[config.mk]
export PLATFORM = sky130hd
export DESIGN_NAME = fila_ram_ctrl
export DESIGN_NICKNAME = d
export VERILOG_FILES = /design/src/rtl/fila_pkg.sv /design/src/rtl/fila_ponteiros.sv /design/src/rtl/fila_ram_ctrl.sv
export SDC_FILE = /design/constraint.sdc
export NUM_CORES = 1
export LEC_CHECK = 0
export CAP_MARGIN = 20
export CORE_MARGIN = 2
export CORE_UTILIZATION = 36
export DETAILED_ROUTE_END_ITERATION = 7
export PLACE_DENSITY = 0.83
export SLEW_MARGIN = 25
export SYNTH_ARGS = -nofsm -noshare
export SYNTH_HDL_FRONTEND = slang
export SYNTH_SLANG_ARGS = --single-unit
[constraint.sdc]
create_clock -name clk -period 2.8 [get_ports clk]
set_input_delay 0.28 -clock clk [delete_from_list [all_inputs] [get_ports clk]]
set_output_delay 0.28 -clock clk [all_outputs]
set_load 0.05 [all_outputs]
[src/rtl/fila_pkg.sv]
// Shared sizing for the RAM-backed FIFO controller.
package fila_pkg;

    localparam int unsigned FILA_LARGURA = 16;  // data word width
    localparam int unsigned FILA_PROF    = 8;   // RAM depth in words
    localparam int unsigned FILA_PTR_W   = 3;   // RAM address / pointer width
    localparam int unsigned FILA_CONT_W  = 4;   // occupancy and total-count width

endpackage

[src/rtl/fila_ponteiros.sv]
// Write/read pointers and RAM occupancy for the FIFO; pointers wrap 7->0.
module fila_ponteiros
    import fila_pkg::*;
(
    input  logic                   clk,
    input  logic                   rst_n,
    input  logic                   escreve_i,
    input  logic                   le_i,
    output logic [FILA_PTR_W-1:0]  wp_o,
    output logic [FILA_PTR_W-1:0]  rp_o,
    output logic [FILA_CONT_W-1:0] ocup_o
);

    logic [FILA_PTR_W-1:0]  wp_q, wp_d;
    logic [FILA_PTR_W-1:0]  rp_q, rp_d;
    logic [FILA_CONT_W-1:0] ocup_q, ocup_d;

    // Next pointer/occupancy values from this cycle's RAM access
    always_comb begin
        wp_d   = wp_q;
        rp_d   = rp_q;
        ocup_d = ocup_q;
        if (escreve_i) begin
            wp_d = wp_q + FILA_PTR_W'(1);
        end
        if (le_i) begin
            rp_d = rp_q + FILA_PTR_W'(1);
        end
        case ({escreve_i, le_i})
            2'b10:   ocup_d = ocup_q + FILA_CONT_W'(1);
            2'b01:   ocup_d = ocup_q - FILA_CONT_W'(1);
            default: ocup_d = ocup_q;
        endcase
    end

    // Pointer and occupancy registers
    always_ff @(posedge clk or negedge rst_n) begin
        if (!rst_n) begin
            wp_q   <= '0;
            rp_q   <= '0;
            ocup_q <= '0;
        end else begin
            wp_q   <= wp_d;
            rp_q   <= rp_d;
            ocup_q <= ocup_d;
        end
    end

    assign wp_o   = wp_q;
    assign rp_o   = rp_q;
    assign ocup_o = ocup_q;

endmodule

[src/rtl/fila_ram_ctrl.sv]
// FIFO controller over a single-port 8x16 combinational-read RAM with a
// registered head word. Optional macro FILA_RAM_CTRL_BYPASS_EN lets a push
// into an empty FIFO load the head register directly, skipping the RAM.
module fila_ram_ctrl
    import fila_pkg::*;
(
    input  logic                    clk,
    input  logic                    rst_n,
    input  logic                    push_valid,
    output logic                    push_ready,
    input  logic [FILA_LARGURA-1:0] push_dados,
    output logic                    pop_valid,
    input  logic                    pop_ready,
    output logic [FILA_LARGURA-1:0] pop_dados,
    output logic [FILA_CONT_W-1:0]  contagem,
    output logic                    cheio,
    output logic                    vazio,
    output logic                    ram_enable,
    output logic                    ram_write_enable,
    output logic [FILA_PTR_W-1:0]   ram_addr,
    output logic [FILA_LARGURA-1:0] ram_dados_in,
    input  logic [FILA_LARGURA-1:0] ram_dados_out
);

    logic [FILA_PTR_W-1:0]   wp, rp;
    logic [FILA_CONT_W-1:0]  ocup;
    logic                    ram_vazia, leitura, aceita, bypass, escrita;
    logic                    pop_valid_q, pop_valid_d;
    logic [FILA_LARGURA-1:0] pop_dados_q, pop_dados_d;

    fila_ponteiros u_ponteiros (
        .clk       (clk),
        .rst_n     (rst_n),
        .escreve_i (escrita),
        .le_i      (leitura),
        .wp_o      (wp),
        .rp_o      (rp),
        .ocup_o    (ocup)
    );

    // Arbitration: a head refill from RAM wins the single port over a push
    assign ram_vazia  = (ocup == '0);
    assign leitura    = (!pop_valid_q || pop_ready) && !ram_vazia;
    assign cheio      = (ocup == FILA_CONT_W'(FILA_PROF));
    assign push_ready = !cheio && !leitura;
    assign aceita     = push_valid && push_ready;
`ifdef FILA_RAM_CTRL_BYPASS_EN
    assign bypass     = aceita && ram_vazia && (!pop_valid_q || pop_ready);
`else
    assign bypass     = 1'b0;
`endif
    assign escrita    = aceita && !bypass;

    // RAM port; held idle while reset is asserted
    assign ram_enable       = rst_n && (leitura || escrita);
    assign ram_write_enable = rst_n && escrita;
    assign ram_addr         = leitura ? rp : wp;
    assign ram_dados_in     = push_dados;

    // Head register next state: refill from RAM, bypass load, or drain
    always_comb begin
        pop_valid_d = pop_valid_q;
        pop_dados_d = pop_dados_q;
        if (leitura) begin
            pop_valid_d = 1'b1;
            pop_dados_d = ram_dados_out;
        end else if (bypass) begin
            pop_valid_d = 1'b1;
            pop_dados_d = push_dados;
        end else if (pop_valid_q && pop_ready) begin
            pop_valid_d = 1'b0;
        end
    end

    // Head register
    always_ff @(posedge clk or negedge rst_n) begin
        if (!rst_n) begin
            pop_valid_q <= 1'b0;
            pop_dados_q <= '0;
        end else begin
            pop_valid_q <= pop_valid_d;
            pop_dados_q <= pop_dados_d;
        end
    end

    assign pop_valid = pop_valid_q;
    assign pop_dados = pop_dados_q;
    assign contagem  = ocup + FILA_CONT_W'(pop_valid_q);
    assign vazio     = (contagem == '0);

endmodule

## Word-level counts from Yosys, hierarchy flattened

Cells that the tools add are included.

- Bits in registers: 27
- Bits of input ports: 36
- Output and inout bits: 45

- Add/subtract/negate cells: 5
- Eq/ne operators: 3
- Muxes and demuxes: 4
- Reduce and logical (&&, ||, !) cells: 16

Operators by type and width:

| operator | count |
|---|---|
| 4-bit logical NOT | 2 |
| 4-bit case mux with 2 select lines | 1 |
| 3-bit by 1-bit adder with 3-bit output (second input constant) | 2 |
| 1-bit logical AND | 6 |
| 4-bit by 1-bit adder with 4-bit output | 1 |
| 4-bit by 1-bit adder with 4-bit output (second input constant) | 1 |
| 4-bit == test (second input constant) | 1 |
| 1-bit logical NOT | 4 |
| 2-bit nonzero test | 2 |
| 4-bit by 1-bit subtractor with 4-bit output (second input constant) | 1 |
| 3-bit two-way mux | 1 |
| 2-bit by 1-bit == test with 1-bit output (second input constant) | 1 |
| 2-bit == test (second input constant) | 1 |
| 1-bit logical OR | 2 |
| 1-bit two-way mux | 2 |

## Logic depth before layout (Yosys ltp)

- Depth in word-level cells: 8
- Mapped depth: 10

## By module

From an unflattened synthesis, not the netlist that was laid out.

- Cell total of the unflattened synthesis: 110
- Area, all modules: 1506.4 µm²

By module, submodules not included:

| module | instances | cells each | area each (µm²) |
|---|---|---|---|
| fila_ram_ctrl | 1 | 71 | 1004.7 |
| fila_ponteiros | 1 | 39 | 501.7 |

## Worst setup path after synthesis

OpenSTA, ideal clock, no wires.

- Path type: reg2out
- From: register pop_valid_q (netlist: pop_valid)
- To: output vazio
- Arrival: 3.005 ns
- Required time: 2.520 ns
- Path slack: -0.485 ns
- Cell stages (with the launch flop): 5
- Buffers on the path: 0
- Cell sequence: dfrtp_1 > ha_1 > ha_1 > xor2_1 > nor4_1

- Cells in the longest elaborated chain, start to end: 2

Ends and longest elaborated chain:

| what | line | text |
|---|---|---|
| start, declared | fila_ram_ctrl.sv:28 | `logic pop_valid_q, pop_valid_d;` |
| start signal, assigned | fila_ram_ctrl.sv:81 | `pop_valid_q <= pop_valid_d;` |
| 4-bit by 1-bit adder with 4-bit output | fila_ram_ctrl.sv:88 | `assign contagem = ocup + FILA_CONT_W'(pop_valid_q);` |
| net contagem[2] | fila_ram_ctrl.sv:15 | `output logic [FILA_CONT_W-1:0] contagem,` |
| 4-bit logical NOT | fila_ram_ctrl.sv:89 | `assign vazio = (contagem == '0);` |
| end, declared | fila_ram_ctrl.sv:17 | `output logic vazio,` |

The timed path passes the listed nets, and every way through them passes these cells.

## Worst setup path in the final report

- From: register u_ponteiros.ocup_q[0] (netlist: u_ponteiros.ocup_o[0])
- To: output vazio

- Cells in the longest elaborated chain, start to end: 2

Ends and longest elaborated chain:

| what | line | text |
|---|---|---|
| start, declared | fila_ponteiros.sv:16 | `logic [FILA_CONT_W-1:0] ocup_q, ocup_d;` |
| start signal, assigned | fila_ponteiros.sv:45 | `ocup_q <= ocup_d;` |
| 4-bit by 1-bit adder with 4-bit output | fila_ram_ctrl.sv:88 |  |
| 4-bit logical NOT | fila_ram_ctrl.sv:89 |  |

No other way between the ends.

==> reports/metrics.yaml <==
combPwrFrac: 0.665
clock_sinks: 27
setup_tns_ps: 0
vdd_drop_max_v: 0.0005526
syn_area_per_cell_um2: 12.84
p_sw_frac: 0.4817
hold_viol: 0
startpoint: "u_ponteiros.ocup_o[0]"
cts_root_buffer: "clkbuf_8"
critPathRequiredTime_ps: 2520
arrival_ps: 2400
maxCapViolations: 0
crit_fanout: 7
portBuffers: 48
drtPass1Iterations: 4
clock_skew_ps: 1.955
syn_nets: 170
dr_total_vias: 998
drive_gt1_frac: 0.2407
io_pins: 81
syn_to_final_growth_pct: 29.62
synth_warnings: 0
ys_async_sr_fraction: 1.000
vias_per_cell: 4.664
track_usage: 0.1131
leakage_nw: 0.9106
slew_headroom: 0.6639
die_h_um: 70.78
slew_violations: 0
yosysUniqueCellTypes: 30
setup_viol: 0
fin_area_um2: 2081
reg2reg_from: "u_ponteiros.ocup_o[1]"
wire_per_inst_um: 13.08
grt_setup_unrepaired: "false"
core-area_um2: 4324
route.detailed.drc: 0
fin_crit_sh: 0.9570
cts_setup_buffers: 0
ys_seq_area_frac: 0.4209
status: "finished, final reports clean"
clock.fmax_mhz: 373.2
wirelength_met1_mm: 1.192
worst_pin_slew_ps: 502.5
grt_pass1_wl_mm: 4.547
gp_congestion: 0.7513
cts_tree: "done"
synth_area_um2: 1605
critPathLaunchType: "flop"
drt_iter0_drc: 72
ys_ff_latch: 27
diodes: 0
p_sw_w: 0.001272
cts_buffers: 3
min_period_ps: 2680
p_clk_frac: 0.083
postSynthCellCount: 125
route.met2.wl_mm: 1.435
cts_buffer_depth: 2
nNetsFinal: 208
clkLatencyLatePin_ps: 270
top_layer: "met4"
initial_core_util: 0.3712
worstSetupPathType: "flop to output port"
die-area_um2: 5009
grt_max_degree: 24
nFillCells: 399
endpoint_kind: "output port"
pwr_density_cell_nw_per_um2: 1269
dp_hpwl_mm: 2.197
grt_pass1_vias: 999
placed_area_um2: 2032
antenna_found_initial: 0
rows: 24
grt_overflow_total: 0
ys.flop_type: "dfrtp_1"
routed_wl_mm: 2.800
p_seq_frac: 0.253
wl_met3_um: 145
cts.reportedPaths.clkPinSlew_ps: 90
htree_levels: 1
synth-edff-count: 0
die_width_um: 70.78
cts_resized: 0
ant_nets: 0
internal_power_w: 0.001369
holdCritPathClass: "primary input to async pin"
cts_hold_buffers: 0
[layout by cell type (no fill, tap or decap), types with 2 or more instances in the layout]
master | netlist | layout
a21oi_1 | 3 | 3
and2_1 | 2 | 2
buf_12 | 2 | 2
buf_4 | 16 | 8
clkbuf_8 | 0 | 3
clkdlybuf4s50_1 | 0 | 43
dfrtp_1 | 27 | 27
ha_1 | 8 | 8
inv_1 | 6 | 6
mux2_2 | 5 | 5
mux2_4 | 17 | 17
mux2i_1 | 3 | 3
nand2b_1 | 4 | 4
nand3_1 | 3 | 3
nand3b_1 | 5 | 5
nor2b_1 | 2 | 2
xnor2_1 | 3 | 3
xor2_1 | 5 | 5
[kinds of logic after synthesis]
family	count (synthesis)	share of synthesized area
DFF	27	0.4209
buffers and inverters	26	0.1231
muxes	25	0.2128
and+or+nand+nor	23	0.09509
adders and majority gates	9	0.07483
xor gates and xnor gates	8	0.04365
AOI/OAI and AO/OA	7	0.02961
[Yosys cell counts (3+ instances only)]
master,count,share of area
xnor2_1,3,0.016
mux2i_1,3,0.019
a21oi_1,3,0.0094
nand3_1,3,0.0094
buf_4,16,0.075
xor2_1,5,0.027
nand3b_1,5,0.023
inv_1,6,0.014
mux2_4,17,0.16
mux2_2,5,0.035
nand2b_1,4,0.016
ha_1,8,0.062
dfrtp_1,27,0.42
[metal layers]
metal  vias to the layer above  global-route usage
li1                        491                   -
met1                       479              0.1381
met2                        24              0.1952
met3                         4             0.03846
met4                         0             0.02306
met5                         -                   0
[per-stage QoR]
step	setup WS [ps]	cells	utilization	hold slack [ps]	power (W)
2_1_floorplan	88.54	125	-	-15.59	0.002020
3_3_place_gp	308.8	210	0.4699	461.0	0.002416
3_5_place_dp	243.7	210	0.4699	481.9	0.002448
4_1_cts	113.0	214	0.4812	243.9	0.002680
5_1_grt	13.72	214	0.4812	246.3	0.002794
6_report	120.5	214	0.4812	251.7	0.002641
[cell type report]
| cell class | instances | area, um2 | share of cell area |
|---|---|---|---|
| clock buffer | 3 | 41.29 | 0.01984 |
| clock inverter | 1 | 7.507 | 0.003608 |
| inverter | 6 | 22.52 | 0.01082 |
| multi-input combinational | 72 | 738.2 | 0.3548 |
| sequential | 27 | 675.6 | 0.3247 |
| tap | 52 | 65.06 | 0.03127 |
| timing repair buffer | 53 | 530.5 | 0.2550 |
[sequential cells by signal, summed over array words and instances, names as in the netlist]
signal	cells
u_ponteiros.ocup_o	4
pop_valid	1
pop_dados	16
u_ponteiros.wp_o	3
u_ponteiros.rp_o	3
[power groups by stage]
stage | Clock (W) | Combinational (W) | Sequential, W
2_1_floorplan | 0 | 0.00111 | 0.000913
3_3_place_gp | 0 | 0.00175 | 0.000667
3_5_place_dp | 0 | 0.00177 | 0.000677
4_1_cts | 0.000233 | 0.00178 | 0.000668
5_1_grt | 0.000248 | 0.00186 | 0.000690
6_report | 0.000219 | 0.00176 | 0.000667
[final timing paths]
kind | endpoint | slack (ps) | depth (start not counted)
min | u_ponteiros.rp_o[2] | 250 | 1
max | vazio | 120 | 5
min reg2reg | u_ponteiros.wp_o[2] | 490 | 1
max in group asynchronous | pop_dados[4] | 1960 | 2
min in group clk | u_ponteiros.wp_o[2] | 490 | 1
max reg2reg | u_ponteiros.ocup_o[3] | 230 | 7
[critical path: stages, from the launching register on]
cell	delay (ps)
dfrtp_1	480
ha_1	240
ha_1	190
xor2_1	190
nor4_2	210
clkdlybuf4s50_1	830
Note: power is estimated with default switching activity, not from simulation.
==> edit 1, RTL diff (same flow settings) <==
Build with the macro `FILA_RAM_CTRL_BYPASS_EN` defined.
--- a/src/rtl/fila_ram_ctrl.sv
+++ b/src/rtl/fila_ram_ctrl.sv
@@ -2,4 +2,6 @@
 // registered head word. Optional macro FILA_RAM_CTRL_BYPASS_EN lets a push
 // into an empty FIFO load the head register directly, skipping the RAM.
+`define FILA_RAM_CTRL_BYPASS_EN
+
 module fila_ram_ctrl
     import fila_pkg::*;
Check against the original RTL: not equivalent (a bounded check fails within 4 cycles, from zero or initial values and one cycle with rst_n low).
==> edit 1 against the original RTL <==
Sequential cell count is the same. Wire length increased by 53%. Setup slack improved by 47 ps. Synthesized area is 9.4% higher. Critical path depth is 1 lower. Critical path type unchanged. Design area increased by 28%. Die area increased by 8.8%. Sequential power grew 3.0%. Power increased by 7.7%. Largest power group unchanged.
==> edit 1: results (changes against the original RTL) <==
outcome:
  status: "finished clean"
placement:
  place.port_buffers: 80  # +67%
  dp_cells: 291  # +39%
  place_area_mm2: 0.002616  # +29%
  pre_cts_slack_ps: 56.92  # -186.8 ps
  place_congestion: 0.7306  # -2.8%
  dp_hpwl_mm: 3.357  # +53%
drt:
  vias: 1429  # +43%
  wl_met2_mm: 2.148  # +50%
  met3_length_um: 214  # +48%
  met1_length_mm: 1.834  # +54%
  wl_per_cell_um: 14.53  # +11%
  wl_mm: 4.287  # +53%
  drt_iter0_markers: 43  # -40%
setup_path:
  critical_path.max_stage_delay_ps: 860  # +30 ps
  worstRegToRegCells: 8  # +1
  cpMaxStageDelayCell: "clkdlybuf4s50_1"
  r2r_slack_ps: 200  # -30 ps
  crit_arrival_ps: 2350  # -50 ps
  r2r_end: "u_ponteiros.ocup_o[3]$_DFFE_PN0P_"
  timing.rr.start: "u_ponteiros.ocup_o[0]$_DFFE_PN0P_"
  cp_max_fo: 9  # +2
logic_synthesis:
  synth-adder-area-share_pct: 6.130  # -1.4 points
  yosys.area_share.xor_xnor_pct: 3.991  # -0.37 points
  syn_inst: 159  # +27%
  ys_warn_count: 0  # unchanged
  yosysSeqAreaShare_pct: 38.49  # -3.6 points
  synth_compound_area_share_pct: 11.97  # +9.0 points
  synth_nets: 203  # +19%
  ys.flop_type: "dfrtp_1"
  synth.area.top_cells: "dfrtp_1 (38%), mux2i_1 (9.1%), a2bb2oi_1 (7.5%)"
  synthMuxAreaShare_pct: 13.61  # -7.7 points
  ys_top_cells_by_count: "dfrtp_1 (27), buf_4 (17), mux2i_1 (16)"
  synth_cell_types: 34  # +13%
pwr:
  internal-power_mw: 1.461  # +6.7%
  pg_comb_mw: 1.94  # +10%
  power_mw: 2.844  # +7.7%
  p_leak_nw: 1.070  # +17%
  seqPwrFrac_pct: 24.1  # -1.2 points
  ir_drop_mv: 0.9065  # +64%
timing:
  skew_ps: 3.243  # +1.288 ps
  worst_pin_slew_ps: 523.8  # +21.27 ps
  hold_ws_ps: 289.3  # +37.59 ps
  fin_setup_tns_ps: 0  # unchanged
  setup_viol: 0  # unchanged
cells_and_area:
  final_layout_size_suffix_gt1_share_pct: 14.47  # -9.6 points
  nets: 273  # +31%
  diodes: 0  # unchanged
grt:
  use_met2_pct: 26.88  # +7.4 points
  grt_use_met3_pct: 2.881  # -0.97 points
  grt_antenna_before_repair: 0  # unchanged
  grtUsageMet1_pct: 19.57  # +5.8 points
  grt_max_degree: 22  # -8.3%
  gr-usage-all-layers_pct: 15.77  # +4.5 points
  grt_pass1_wl_mm: 6.520  # +43%
clock_tree:
  htreeDepth: 1  # unchanged
  cts_made_buffers: 3  # unchanged
  insertion_delay_ps: 270  # about the same
  cts_root_buf: "clkbuf_8"
  clockBufferDepth: 2  # unchanged
edit 1: worst max-delay path by stage:
stage | from | end | slack [ps]
floorplan | u_ponteiros.ocup_o[0]$_DFFE_PN0P_ | u_ponteiros.ocup_o[3]$_DFFE_PN0P_ | -270
global placement | pop_ready | u_ponteiros.ocup_o[3]$_DFFE_PN0P_ | 160
detailed placement | pop_ready | u_ponteiros.ocup_o[3]$_DFFE_PN0P_ | 60
CTS | u_ponteiros.ocup_o[0]$_DFFE_PN0P_ | vazio | 40
global route | u_ponteiros.ocup_o[0]$_DFFE_PN0P_ | u_ponteiros.ocup_o[3]$_DFFE_PN0P_ | 60
finish | u_ponteiros.ocup_o[0]$_DFFE_PN0P_ | contagem[2] | 170
edit 1: cell type report:
cell class / count / area, µm²
well taps: 67 / 83.83
flip-flops and latches: 27 / 675.6
inverters: 5 / 18.77
clock buffers: 4 / 45.04
multi-input cells: 102 / 902.1
repair buffers: 90 / 938.4
fillers: 427 / 2059
==> edit 2, RTL diff (same settings) <==
Made on the original files. Reset style: synchronous (`rst_n`), changed in 2 clocked blocks.
--- a/src/rtl/fila_ponteiros.sv
+++ b/src/rtl/fila_ponteiros.sv
@@ -35,5 +35,5 @@
 
     // Pointer and occupancy registers
-    always_ff @(posedge clk or negedge rst_n) begin
+    always_ff @(posedge clk) begin
         if (!rst_n) begin
             wp_q   <= '0;
--- a/src/rtl/fila_ram_ctrl.sv
+++ b/src/rtl/fila_ram_ctrl.sv
@@ -74,5 +74,5 @@
 
     // Head register
-    always_ff @(posedge clk or negedge rst_n) begin
+    always_ff @(posedge clk) begin
         if (!rst_n) begin
             pop_valid_q <= 1'b0;
Behaviour: differs if rst_n is asserted again (counterexample within 4 cycles, from zero or initial values and one cycle with rst_n low); with rst_n held inactive, the same outputs for 10 cycles.
==> edit 2 against the original RTL <==
Clock skew hardly changed. Highest routed layer unchanged. Critical path type unchanged. Wire length is 5.5% higher. Synthesized area is 6.5% lower. Register-to-register slack better by 40 ps. Sequential cell count stayed put. Setup slack better by 120 ps. Power is 2.5% lower. Design area is 6.7% lower. Non-clock buffer count is 1 lower.
==> edit 2: results (changes against the original RTL) <==
cells_and_area:
  post-route-util_pct: 48.51  # +0.40 points
  fillers: 398  # -0.25%
  diodes: 0  # unchanged
  final_layout_size_suffix_gt1_share_pct: 25.00  # +0.93 points
  fin_cells: 254  # +19%
  nets: 250  # +20%
timing:
  worst_slack_ps: 240.1  # +119.6 ps
  skew_ps: 1.490  # -0.4652 ps
  worst_pin_slew_ps: 514.1  # +11.56 ps
setup_path:
  cp_max_fo: 6  # -1
  crit_arrival_ps: 2280  # -120 ps
  cpMaxStageDelayCell: "clkdlybuf4s50_1"
  critical_path.max_stage_delay_ps: 830  # about the same
  r2r_slack_ps: 270  # +40 ps
  worstRegToRegCells: 9  # +2
  startpoint: "u_ponteiros.ocup_o[0]$_SDFFE_PN0P_"
  r2r_end: "u_ponteiros.ocup_o[3]$_SDFFE_PN0P_"
grt:
  grt_pass1_wl_mm: 4.650  # +2.3%
  grt_pass1_vias: 1026  # +2.7%
  gr-usage-all-layers_pct: 13.12  # +1.8 points
  grt-ovfl-total: 0  # unchanged
placement:
  pre_cts_slack_ps: 216.2  # -27.46 ps
  dp_hpwl_mm: 2.199  # about the same
  place_congestion: 0.8284  # +10%
clock_tree:
  insertion_delay_ps: 260
  worst_setup_hold_path_clk_slew_ps: 90  # about the same
  clockBufferDepth: 2  # unchanged
  htreeDepth: 1  # unchanged
  cts_root_buf: "clkbuf_8"
drt:
  drtPass1Iterations: 4  # unchanged
  wl_mm: 2.955  # +5.5%
  drt_iter0_markers: 41  # -43%
  vias: 1133  # +14%
worst_hold_path:
  hp-class: "register to register"
  min_from: "pop_dados[6]$_SDFFE_PN0N_"
logic_synthesis:
  yosysSeqAreaShare_pct: 36.00  # -6.1 points
  syn_inst: 173  # +38%
  synth_nets: 218  # +28%
  synth.area.top_cells: "dfxtp_1 (36%), a21oi_2 (9.3%), nand2_1 (8.5%)"
  ys.flop_type: "dfxtp_1"
  ys_top_cells_by_count: "nand2_1 (34), dfxtp_1 (27), a21oi_2 (16), buf_4 (16), nand2_2 (16)"
  async_flop_share_pct: 0  # -100 points
  synth_cell_types: 31  # +3.3%
outcome:
  status: "finished clean"
pwr:
  netSwitchingFraction_pct: 52.25  # +4.1 points
  ir_drop_mv: 0.5447  # -1.4%
  p_leak_nw: 0.7945  # -13%
[edit 2: worst reg2reg max path, stage by stage (launching register included)]
cell and delay, ps:
dfxtp_1 370, or4_4 550, o21ai_2 100, nand2_1 100
ha_1 260, ha_1 280, a21o_1 170, a21oi_1 180
mux2i_1 270, mux2i_1 190
[edit 2: cell type report]
type	count	share of cell area (%)
Multi-Input combinational cell	115	38.88
Sequential cell	27	27.85
Timing Repair Buffer	52	26.31
Tap cell	50	3.224
Clock buffer	4	2.321
Inverter	6	1.418
[edit 2: metrics by stage]
stage	power, mW	cell area (µm²)	hold slack (ps)	TNS (ps)
3_3_place_gp	2.350	1896	448.8	0
4_1_cts	2.601	1941	469.8	0
3_5_place_dp	2.379	1896	453.5	0
6_report	2.575	1941	466.7	0
2_1_floorplan	2.046	1514	416.0	-196.3
5_1_grt	2.756	1941	481.2	0
[edit 2: layer usage]
| layer | GRT usage [%] | part of all wire (%) |
|---|---|---|
| met1 | 17.28 | 49 |
| met2 | 20.79 | 44 |
| met3 | 4.545 | 7.1 |
| met4 | 2.500 | 0.44 |
| met5 | 0 | 0 |
[edit 2: cell families after synthesis]
logic type,share of synthesized area [%]
DFF,36.00
muxes,3.333
xor gates and xnor gates,3.500
adders and majority gates,8.000
AOI/OAI and AO/OA,11.92
and+or+nand+nor,22.67
buffers and inverters,14.58
[edit 2: power groups by stage]
stage               Combinational [mW]  Sequential, mW  Clock [mW]
global placement                  1.75           0.604           0
CTS                               1.77           0.600       0.227
global route                      1.90           0.615       0.243
floorplan                         1.20           0.846           0
detailed placement                1.77           0.608           0
finish                            1.76           0.598       0.215
